===== config.mk =====
export PLATFORM = sky130hd
export DESIGN_NAME = timerio
export DESIGN_NICKNAME = d
export VERILOG_FILES = /design/src/rtl/timerio.sv
export SDC_FILE = /design/constraint.sdc
export NUM_CORES = 1
export LEC_CHECK = 0
export ABC_CLOCK_PERIOD_IN_PS = 2510
export BUFFER_PORTS_ARGS = -buffer_cell sky130_fd_sc_hd__buf_2
export CAP_MARGIN = 5
export CORE_UTILIZATION = 55
export DETAILED_ROUTE_END_ITERATION = 8
export PLACE_DENSITY = 0.72
export REMOVE_ABC_BUFFERS = 1
export SLEW_MARGIN = 30
export SYNTH_ARGS = -nofsm -noshare
export SYNTH_HDL_FRONTEND = slang
export SYNTH_SLANG_ARGS = --single-unit
export TNS_END_PERCENT = 20

===== constraint.sdc =====
create_clock -name clk -period 2.51 [get_ports clk]
set_input_delay 0.251 -clock clk [delete_from_list [all_inputs] [get_ports clk]]
set_output_delay 0.251 -clock clk [all_outputs]
set_load 0.01 [all_outputs]

===== src/rtl/timerio.sv =====
// timerio: 16-bit programmable interval timer on the 6801 bus, with prescaler, W1C status and level irq.
// Optional input capture is built when TIMERIO_CAPTURE_EN is defined (adds the cap_in port).
module timerio #(
  parameter logic [7:0]  PRESC_RESET  = 8'h00,
  parameter logic [15:0] RELOAD_RESET = 16'hFFFF
) (
  input  logic       clk,
  input  logic       rst,
  output logic       irq,
  input  logic [3:0] AD,
  input  logic [7:0] DI,
  output logic [7:0] DO,
  input  logic       rw,
  input  logic       cs
`ifdef TIMERIO_CAPTURE_EN
  ,
  input  logic       cap_in
`endif
);

  typedef enum logic {IDLE = 1'b0, RUN = 1'b1} state_t;

`ifdef TIMERIO_CAPTURE_EN
  localparam logic [4:1] CFG_MASK = 4'b1111;
`else
  localparam logic [4:1] CFG_MASK = 4'b0011;
`endif

  state_t      state, next_state;
  logic [4:1]  cfg;
  logic [1:0]  status;
  logic [1:0]  status_clr;
  logic [7:0]  presc;
  logic [7:0]  pcnt;
  logic [7:0]  rel_latch;
  logic [7:0]  snap;
  logic [15:0] reload;
  logic [15:0] count;
  logic [15:0] count_next;
  logic [15:0] cap;
  logic        tick;
  logic        ovf_evt;
  logic        cap_evt;

  logic wr, rd;
  logic wr_ctrl, wr_status, wr_presc, wr_relh, wr_rell, rd_cnth;

  assign wr        = cs & ~rw;
  assign rd        = cs & rw;
  assign wr_ctrl   = wr && (AD == 4'd0);
  assign wr_status = wr && (AD == 4'd1);
  assign wr_presc  = wr && (AD == 4'd2);
  assign wr_relh   = wr && (AD == 4'd3);
  assign wr_rell   = wr && (AD == 4'd4);
  assign rd_cnth   = rd && (AD == 4'd5);

  assign status_clr = wr_status ? DI[1:0] : 2'b00;
  assign tick       = (state == RUN) && (pcnt == presc);

  // The EN bit of CTRL is the FSM state itself.
  always_ff @(posedge clk or negedge rst) begin
    if (!rst) state <= IDLE;
    else      state <= next_state;
  end

  always_comb begin
    next_state = state;
    if (wr_ctrl)
      next_state = DI[0] ? RUN : IDLE;
    else if (state == RUN && tick && count == 16'd0 && cfg[2] && !wr_rell)
      next_state = IDLE;
  end

  // A RELL write overrides whatever the tick would have done this cycle.
  always_comb begin
    count_next = count;
    ovf_evt    = 1'b0;
    if (wr_rell) begin
      count_next = {rel_latch, DI};
    end else if (state == RUN && tick) begin
      if (count != 16'd0) begin
        count_next = count - 16'd1;
      end else begin
        ovf_evt    = 1'b1;
        count_next = cfg[2] ? 16'd0 : reload;
      end
    end
  end

  always_ff @(posedge clk or negedge rst) begin
    if (!rst) begin
      cfg       <= '0;
      status    <= '0;
      presc     <= PRESC_RESET;
      pcnt      <= '0;
      rel_latch <= '0;
      reload    <= RELOAD_RESET;
      count     <= '0;
      snap      <= '0;
      irq       <= 1'b0;
    end else begin
      if (wr_ctrl)  cfg       <= DI[4:1] & CFG_MASK;
      if (wr_presc) presc     <= DI;
      if (wr_relh)  rel_latch <= DI;
      if (wr_rell)  reload    <= {rel_latch, DI};
      if (rd_cnth)  snap      <= count[7:0];
      // Hardware set beats a simultaneous write-1-to-clear.
      status <= (status & ~status_clr) | {cap_evt, ovf_evt};
      count  <= count_next;
      if (wr_rell || state != RUN || tick) pcnt <= 8'd0;
      else                                 pcnt <= pcnt + 8'd1;
      irq <= |(status & {cfg[3], cfg[1]});
    end
  end

`ifdef TIMERIO_CAPTURE_EN
  logic [2:0] cap_sync;
  logic       cap_edge;

  // Two synchroniser stages plus one history stage for edge detection.
  always_ff @(posedge clk or negedge rst) begin
    if (!rst) cap_sync <= '0;
    else      cap_sync <= {cap_sync[1:0], cap_in};
  end

  assign cap_edge = cfg[4] ? (~cap_sync[1] & cap_sync[2]) : (cap_sync[1] & ~cap_sync[2]);
  assign cap_evt  = cap_edge && (state == RUN);

  always_ff @(posedge clk or negedge rst) begin
    if (!rst)         cap <= '0;
    else if (cap_evt) cap <= count;
  end
`else
  assign cap_evt = 1'b0;
  assign cap     = '0;
`endif

  always_comb begin
    DO = 8'hFF;
    case (AD)
      4'd0:    DO = {3'b000, cfg, (state == RUN)};
      4'd1:    DO = {6'b000000, status};
      4'd2:    DO = presc;
      4'd3:    DO = reload[15:8];
      4'd4:    DO = reload[7:0];
      4'd5:    DO = count[15:8];
      4'd6:    DO = snap;
      4'd7:    DO = cap[15:8];
      4'd8:    DO = cap[7:0];
      default: DO = 8'hFF;
    endcase
  end

endmodule


Word level (Yosys, flattened, before mapping)
Cells that the tools add are included.

storage, ports and cells
  register bits after elaboration = 70
  input bits = 16
  output and inout port bits = 9
  word-level logic and storage cells = 63

cells by class
  add/sub/neg operators = 2
  equality and inequality tests = 9
  multiplexer cells = 13
  bitwise gates (word level) = 8
  reductions and logical operators = 21

operators by type and width
  cell                     count
  $mux W16                 4
  $pmux W8 S8              1
  $eq A4 B3 Y1 const B     4
  $logic_not A16 Y1        1
  $reduce_bool A16 Y1      1
  $sub A16 B1 Y16 const B  1
  $logic_and A1 B1 Y1      11
  $add A8 B1 Y8 const B    1
  $eq A4 B2 Y1 const B     2
  $eq A8 B8 Y1             1
  $mux W8                  1
  $mux W1                  6
  $eq A4 B1 Y1 const B     1
  $eq A4 B4 Y1 const B     1
  $logic_not A4 Y1         1
  $reduce_bool A2 Y1       2
  $reduce_or A2 Y1         2
  $and A1 B1 Y1            2
  $and A2 B1 Y2            1
  $and A2 B2 Y2            1
  $logic_or A1 B1 Y1       2
  $mux W2                  1
  $not A1 Y1               2
  $not A2 Y2               1
  2 further kinds          2

Longest topological paths before layout
Gate-level depths: netlist of the first run.

  depth after elaboration = 8
  mapped depth = 9
  depth with buffers taken out = 8

Worst setup path before layout of the first run
Ideal clock, no wire load.

  kind = register -> register
  from = register count[8]
  to = register count[5]
  setup time = 0.132 ns
  arrival time = 2.351 ns
  required time = 2.378 ns
  setup slack = 0.027 ns
  cell stages (with the launch flop) = 10
  path buffers = 3
  period minus slack after synthesis = 2.483 ns
  cells stage by stage = dfrtp_1 > buf_6 > or4_4 > or4_4 > buf_6 > or2_4 > buf_6 > a22o_1 > a22oi_1 > o21ai_1

between the ends
  longest elaborated chain between the ends = 4

ends and longest elaborated chain
  what                      RTL line  RTL
  start: declaration        38        logic [15:0] count;
  start signal: assignment  109       count <= count_next;
  $reduce_bool A16 Y1       81        if (count != 16'd0) begin
  $mux W16                  81
  $mux W16                  80        end else if (state == RUN && tick) begin
  $mux W16                  78        if (wr_rell) begin

Every way passes these cells. The select of a mux whose other input is x is not followed.
A chain may end at the register's enable or synchronous reset.

Final worst setup path of the first run
  from = register count[9]
  to = register count[2]

Same word-level chain as after synthesis.

==> impl_metrics.env, run 1 <==
export IMPL_outcome="finished clean"
export IMPL_reg2reg_from="count[9]"
export IMPL_grt_pass1_wl_um=17490
export IMPL_tritoncts="yes"
export IMPL_drtIter0Drc=339
export IMPL_antenna_cells=0
export IMPL_drive_above_1_share=0.2551
export IMPL_hp_class="input port to flop"
export IMPL_slew_headroom=0.6429
export IMPL_ir_worst_vdd_mv=0.4769
export IMPL_drtPass1Iterations=5
export IMPL_hp_start="DI[6]"
export IMPL_gr_total_overflow=0
export IMPL_clock_latency_ns=0.35
export IMPL_min_period_over_period=0.9802
export IMPL_h_tree_depth=3
export IMPL_viasPerCell=6.396
export IMPL_numCtsBuffers=9
export IMPL_wl_per_cell_um=20.43
export IMPL_rows=30
export IMPL_finalSetupViolCount=0
export IMPL_powerDensity_nw_per_um2=824.4
export IMPL_critPathKind="flop to flop"
export IMPL_clk_pin_slew_worst_paths_ns=0.08
export IMPL_ant_nets=0
export IMPL_first_global_vias=3273
export IMPL_port_buffers=24
export IMPL_drv_slew=0
export IMPL_synthDistinctLibCells=55
export IMPL_power_total_mw=3.636
export IMPL_final_cells=535
export IMPL_cap_viol_max_count=0
export IMPL_cp_end_kind="flop"
export IMPL_syn_inst=399
export IMPL_root_buffer="clkbuf_8"
export IMPL_worstPathRequired_ns=2.75
export IMPL_dieArea_um2=7350
export IMPL_crit_fanout=11
export IMPL_yosys_warnings=0
export IMPL_tightest_slew_ns=0.5356
export IMPL_cts_buffer_depth=2
export IMPL_mostFrequentLayoutCells="nand2_1 (66), dfrtp_1 (54), mux2_2 (28)"
export IMPL_netlist_top_cells_area="dfrtp_1 (35%), dfstp_2 (11%), mux2_2 (8.2%), nand2_1 (6.4%), xor2_1 (2.5%)"
export IMPL_leakage_nw=1.983
export IMPL_fin_crit_ns=2.460
export IMPL_synth_largest_area_cell="dfrtp_1"
export IMPL_n_fill_cell=567
export IMPL_hold_violations=0
export IMPL_num_vias=3422
export IMPL_post_place_cells=518
export IMPL_drt_total_wl_um=10930
export IMPL_start_kind="flop"
export IMPL_yosysSeqAreaShare=0.4594
export IMPL_layout_commonest_cell="nand2_1"
export IMPL_mappedNetlistArea_um2=3856
export IMPL_antenna_found_initial=0
export IMPL_cts_resized=0
export IMPL_fin_nets=453
export IMPL_async_flop_share=1.000
export IMPL_gp_congestion=0.9583
export IMPL_fmax_ghz=0.4065
export IMPL_dieWidth_um=85.74
export IMPL_whs_ns=0.1232
export IMPL_synthDominantCellAreaShare=0.3504
export IMPL_syn_area_per_cell_um2=9.665
export IMPL_coreArea_um2=6794
export IMPL_floorplan_initialDensity=0.5676
export IMPL_grt_use_total=0.3199
export IMPL_rsz0062_at_grt="no"
export IMPL_synth_flop_cell="dfrtp_1"
export IMPL_area_delta_synth_final_pct=14.37
export IMPL_dp_hpwl_um=7376
export IMPL_synth_edff_count=0
export IMPL_io_pins=25
export IMPL_drc=0
export IMPL_synth_seq_cells=70
export IMPL_cts_sinks=70
export IMPL_die_height_um=85.74
export IMPL_grt_max_degree=71
export IMPL_skew_ns=0.007912
export IMPL_arrival_ns=2.70
export IMPL_cp_startpoint="count[9]"
==> worst max-delay path, cell delays in order, from the launching register on <==
cell,delay (ns)
dfrtp_1,0.40
or4_4,0.58
or4_4,0.49
or2_4,0.35
a32o_1,0.28
a22oi_1,0.18
o21ai_1,0.08
==> stage by stage <==
stage,setup WS (ns),utilization,TNS [ns],area [µm²]
2_1_floorplan,-0.6466,-,-11.48,3746
3_3_place_gp,0.1332,0.6162,0,4187
3_5_place_dp,0.1116,0.6162,0,4187
4_1_cts,0.08084,0.6492,0,4410
5_1_grt,0.007298,0.6492,0,4410
6_report,0.04977,0.6492,0,4410
==> flip-flops by register name (all words and copies together), names as in the netlist <==
| signal | cells |
|---|---|
| cfg | 2 |
| state | 1 |
| pcnt | 8 |
| presc | 8 |
| status | 2 |
| rel_latch | 8 |
| snap | 8 |
| irq | 1 |
| count | 16 |
| reload | 16 |
==> kinds of logic (layout without fill, tap and decap cells) <==
logic type	Yosys count	count (layout)	synth area share
simple gates	146	146	0.1768
compound gates	96	96	0.1726
flops	70	70	0.4594
mux	36	36	0.1025
buf+inv	28	68	0.03342
xor+xnor	20	20	0.04543
fa+ha+maj	3	3	0.009735
==> synth_stat cells (10+ instances only) <==
library cell and count:
nand2_1 66, dfrtp_1 54, mux2_2 28, nor2_1 24, o21ai_0 19, clkbuf_1 16
dfstp_2 16, nand3_1 14, a21oi_1 13, xor2_1 11, a22oi_1 10, nor3_1 10
==> cell type report <==
class                   instances  area, µm²  share of cell area
clock inverters                 6      86.33             0.01957
repair buffers                 47      320.3             0.07262
well taps                      96      120.1             0.02723
inverters                       5      18.77            0.004255
multi-input cells             301       1966              0.4457
clock buffers                  10      127.6             0.02894
flip-flops and latches         70       1772              0.4017
==> power breakdown <==
part           internal, mW  switching, mW  total, mW
Combinational         0.443          0.505      0.948
Clock                 0.558          0.440      0.998
Sequential             1.40          0.289       1.69
==> worst paths after layout <==
check | endpoint | slack [ns] | cells after the start
worst max-delay path | count[2] | 0.05 | 6
worst min register to register | reload[14] | 0.47 | 2
worst min-delay path | reload[6] | 0.12 | 3
worst max register to register | count[2] | 0.05 | 6
max in group asynchronous | reload[4] | 1.71 | 3
min in group asynchronous | pcnt[2] | 0.45 | 3
==> repair_timing <==
item / in CTS / in global routing
buffers inserted: 0 / 0
hold buffers: 1 / 0
hold endpoints to repair: 54 / 0
setup endpoints to repair: 0 / 0
==> per-layer routing <==
metal,global-route usage,vias to the layer above,part of all wire
li1,-,1514,-
met1,0.4242,1654,0.42
met2,0.5018,210,0.45
met3,0.07796,44,0.093
met4,0.1409,0,0.036
met5,0,-,0
Note: power is estimated with default switching activity, not from simulation.
==> run 2, diff against run 1 <==
CORE_UTILIZATION = 53   (was 55)
PLACE_DENSITY = 0.7   (was 0.72)
==> impl_metrics.env, run 2 (synthesized netlist as in run 1, its figures left out) <==
export IMPL_outcome="finished clean"
export IMPL_io_pins=25
export IMPL_first_global_vias=3415
export IMPL_dieArea_um2=7621
export IMPL_clockPowerShare=0.300
export IMPL_wl_per_cell_um=20.62
export IMPL_drt_total_wl_um=11030
export IMPL_grt_use_total=0.3133
export IMPL_numCtsBuffers=9
export IMPL_hold_depth=3
export IMPL_slew_headroom=0.5038
export IMPL_die_height_um=87.30
export IMPL_n_fill_cell=606
export IMPL_tightest_slew_ns=0.7442
export IMPL_min_period_over_period=0.9508
export IMPL_rsz0062_at_grt="no"
export IMPL_drc=0
export IMPL_drv_slew=0
export IMPL_seq_area_um2=1772
export IMPL_fin_crit_ns=2.387
export IMPL_cp_end_kind="flop"
export IMPL_arrival_ns=2.63
export IMPL_dpl_cell_area_um2=4164
export IMPL_num_vias=3425
export IMPL_rows=30
export IMPL_critPathKind="flop to flop"
export IMPL_r2r_cells=6
export IMPL_fin_area_um2=4444
export IMPL_root_buffer="clkbuf_8"
export IMPL_hp_start="DI[3]"
export IMPL_gr_total_overflow=0
export IMPL_comb_power_share=0.252
export IMPL_r2r_slack_ns=0.12
export IMPL_antenna_cells=0
export IMPL_leakage_nw=1.993
export IMPL_drtIter0Drc=350
export IMPL_reg_largest_list="count (16), reload (16)"
export IMPL_cts_resized=0
export IMPL_skew_ns=0.008033
export IMPL_cts_sinks=70
export IMPL_gp_congestion=0.9437
export IMPL_cap_viol_max_count=0
export IMPL_area_delta_synth_final_pct=15.25
export IMPL_finalCoreUtilization=0.6435
export IMPL_p_sw_mw=1.256
export IMPL_h_tree_depth=3
export IMPL_start_kind="flop"
export IMPL_reg2reg_from="count[8]"
export IMPL_powerDensity_nw_per_um2=852.6
export IMPL_min_to="reload[3]"
export IMPL_worstReg2RegEnd="count[2]"
export IMPL_whs_ns=0.1203
export IMPL_clk_pin_slew_worst_paths_ns=0.08
export IMPL_ant_nets=0
export IMPL_viasPerCell=6.402
export IMPL_drtPass1Iterations=5
export IMPL_power_total_mw=3.789
export IMPL_port_buffers=24
export IMPL_drive_above_1_share=0.2551
export IMPL_layout_commonest_cell="nand2_1"
export IMPL_crit_fanout=8
export IMPL_hp_class="input port to flop"
export IMPL_fmax_ghz=0.4190
export IMPL_setup_slack_ns=0.1234
export IMPL_cts_buffer_depth=2
export IMPL_mostFrequentLayoutCells="nand2_1 (66), dfrtp_1 (54), mux2_2 (28)"
export IMPL_worstPathRequired_ns=2.76
export IMPL_antenna_found_initial=0
export IMPL_intPower_mw=2.534
export IMPL_floorplan_initialDensity=0.5583
export IMPL_finalSetupViolCount=0
export IMPL_swShare=0.3313
export IMPL_clock_latency_ns=0.36
export IMPL_dieWidth_um=87.30
export IMPL_multi_input_area_um2=1966
export IMPL_grt_max_degree=39
export IMPL_fin_nets=453
export IMPL_seq_power_share=0.449
export IMPL_coreArea_um2=6907
export IMPL_grt_pass1_wl_um=17710
export IMPL_dp_hpwl_um=7571
export IMPL_post_place_ws_ns=0.1051
export IMPL_hold_violations=0
export IMPL_ir_worst_vdd_mv=0.4451
export IMPL_tritoncts="yes"
[run 2: power groups by stage]
| stage | Sequential, mW | Combinational, mW | Clock, mW |
|---|---|---|---|
| 5_1_grt | 1.73 | 1.05 | 1.20 |
| 3_5_place_dp | 1.70 | 0.935 | 0 |
| 3_3_place_gp | 1.69 | 0.901 | 0 |
| 6_report | 1.70 | 0.954 | 1.14 |
| 4_1_cts | 1.69 | 0.940 | 1.15 |
| 2_1_floorplan | 1.60 | 0.650 | 0 |
[run 2: layout make-up]
class | instances | share of cell area
Multi-Input combinational cell | 301 | 0.4423
Sequential cell | 70 | 0.3986
Timing Repair Buffer | 47 | 0.07207
Clock buffer | 11 | 0.03181
Tap cell | 96 | 0.02703
Clock inverter | 5 | 0.02393
Inverter | 5 | 0.004223
[run 2: worst max path at each step]
stage | cells past startpoint | endpoint | startpoint | slack [ns]
3_5_place_dp | 6 | count[2] | count[8] | 0.11
4_1_cts | 6 | count[2] | count[9] | 0.08
6_report | 6 | count[2] | count[8] | 0.12
3_3_place_gp | 6 | count[2] | count[9] | 0.13
2_1_floorplan | 4 | count[15] | AD[1] | -0.65
5_1_grt | 6 | count[2] | count[9] | 0.03
[run 2: routing by layer]
metal  GRT usage  part of all wire  vias to the layer above  wire length, µm
met3     0.07204             0.082                       44              908
li1            -                 -                     1514                -
met4      0.1237             0.035                        0              391
met1      0.4168              0.42                     1665             4685
met2      0.4957              0.46                      202             5046
met5           0                 0                        -                0
[run 2: critical path: stages, from the launching register on]
cell and delay, ns:
dfrtp_1 0.40, or4_4 0.55, or4_4 0.49, or2_4 0.30, a32o_1 0.27, a22oi_1 0.19
o21ai_1 0.08
[run 2: metrics by stage]
| step | setup TNS, ns | std cells |
|---|---|---|
| 2_1_floorplan | -11.48 | 376 |
| 4_1_cts | 0 | 532 |
| 3_5_place_dp | 0 | 515 |
| 5_1_grt | 0 | 535 |
| 3_3_place_gp | 0 | 515 |
| 6_report | 0 | 535 |
[run 2: what timing repair did]
action                                  4_1_cts  5_1_grt
hold buffers                                  1        0
endpoints found under the setup margin        0        1
hold endpoints to repair                     25        0
buffers inserted                              0        3
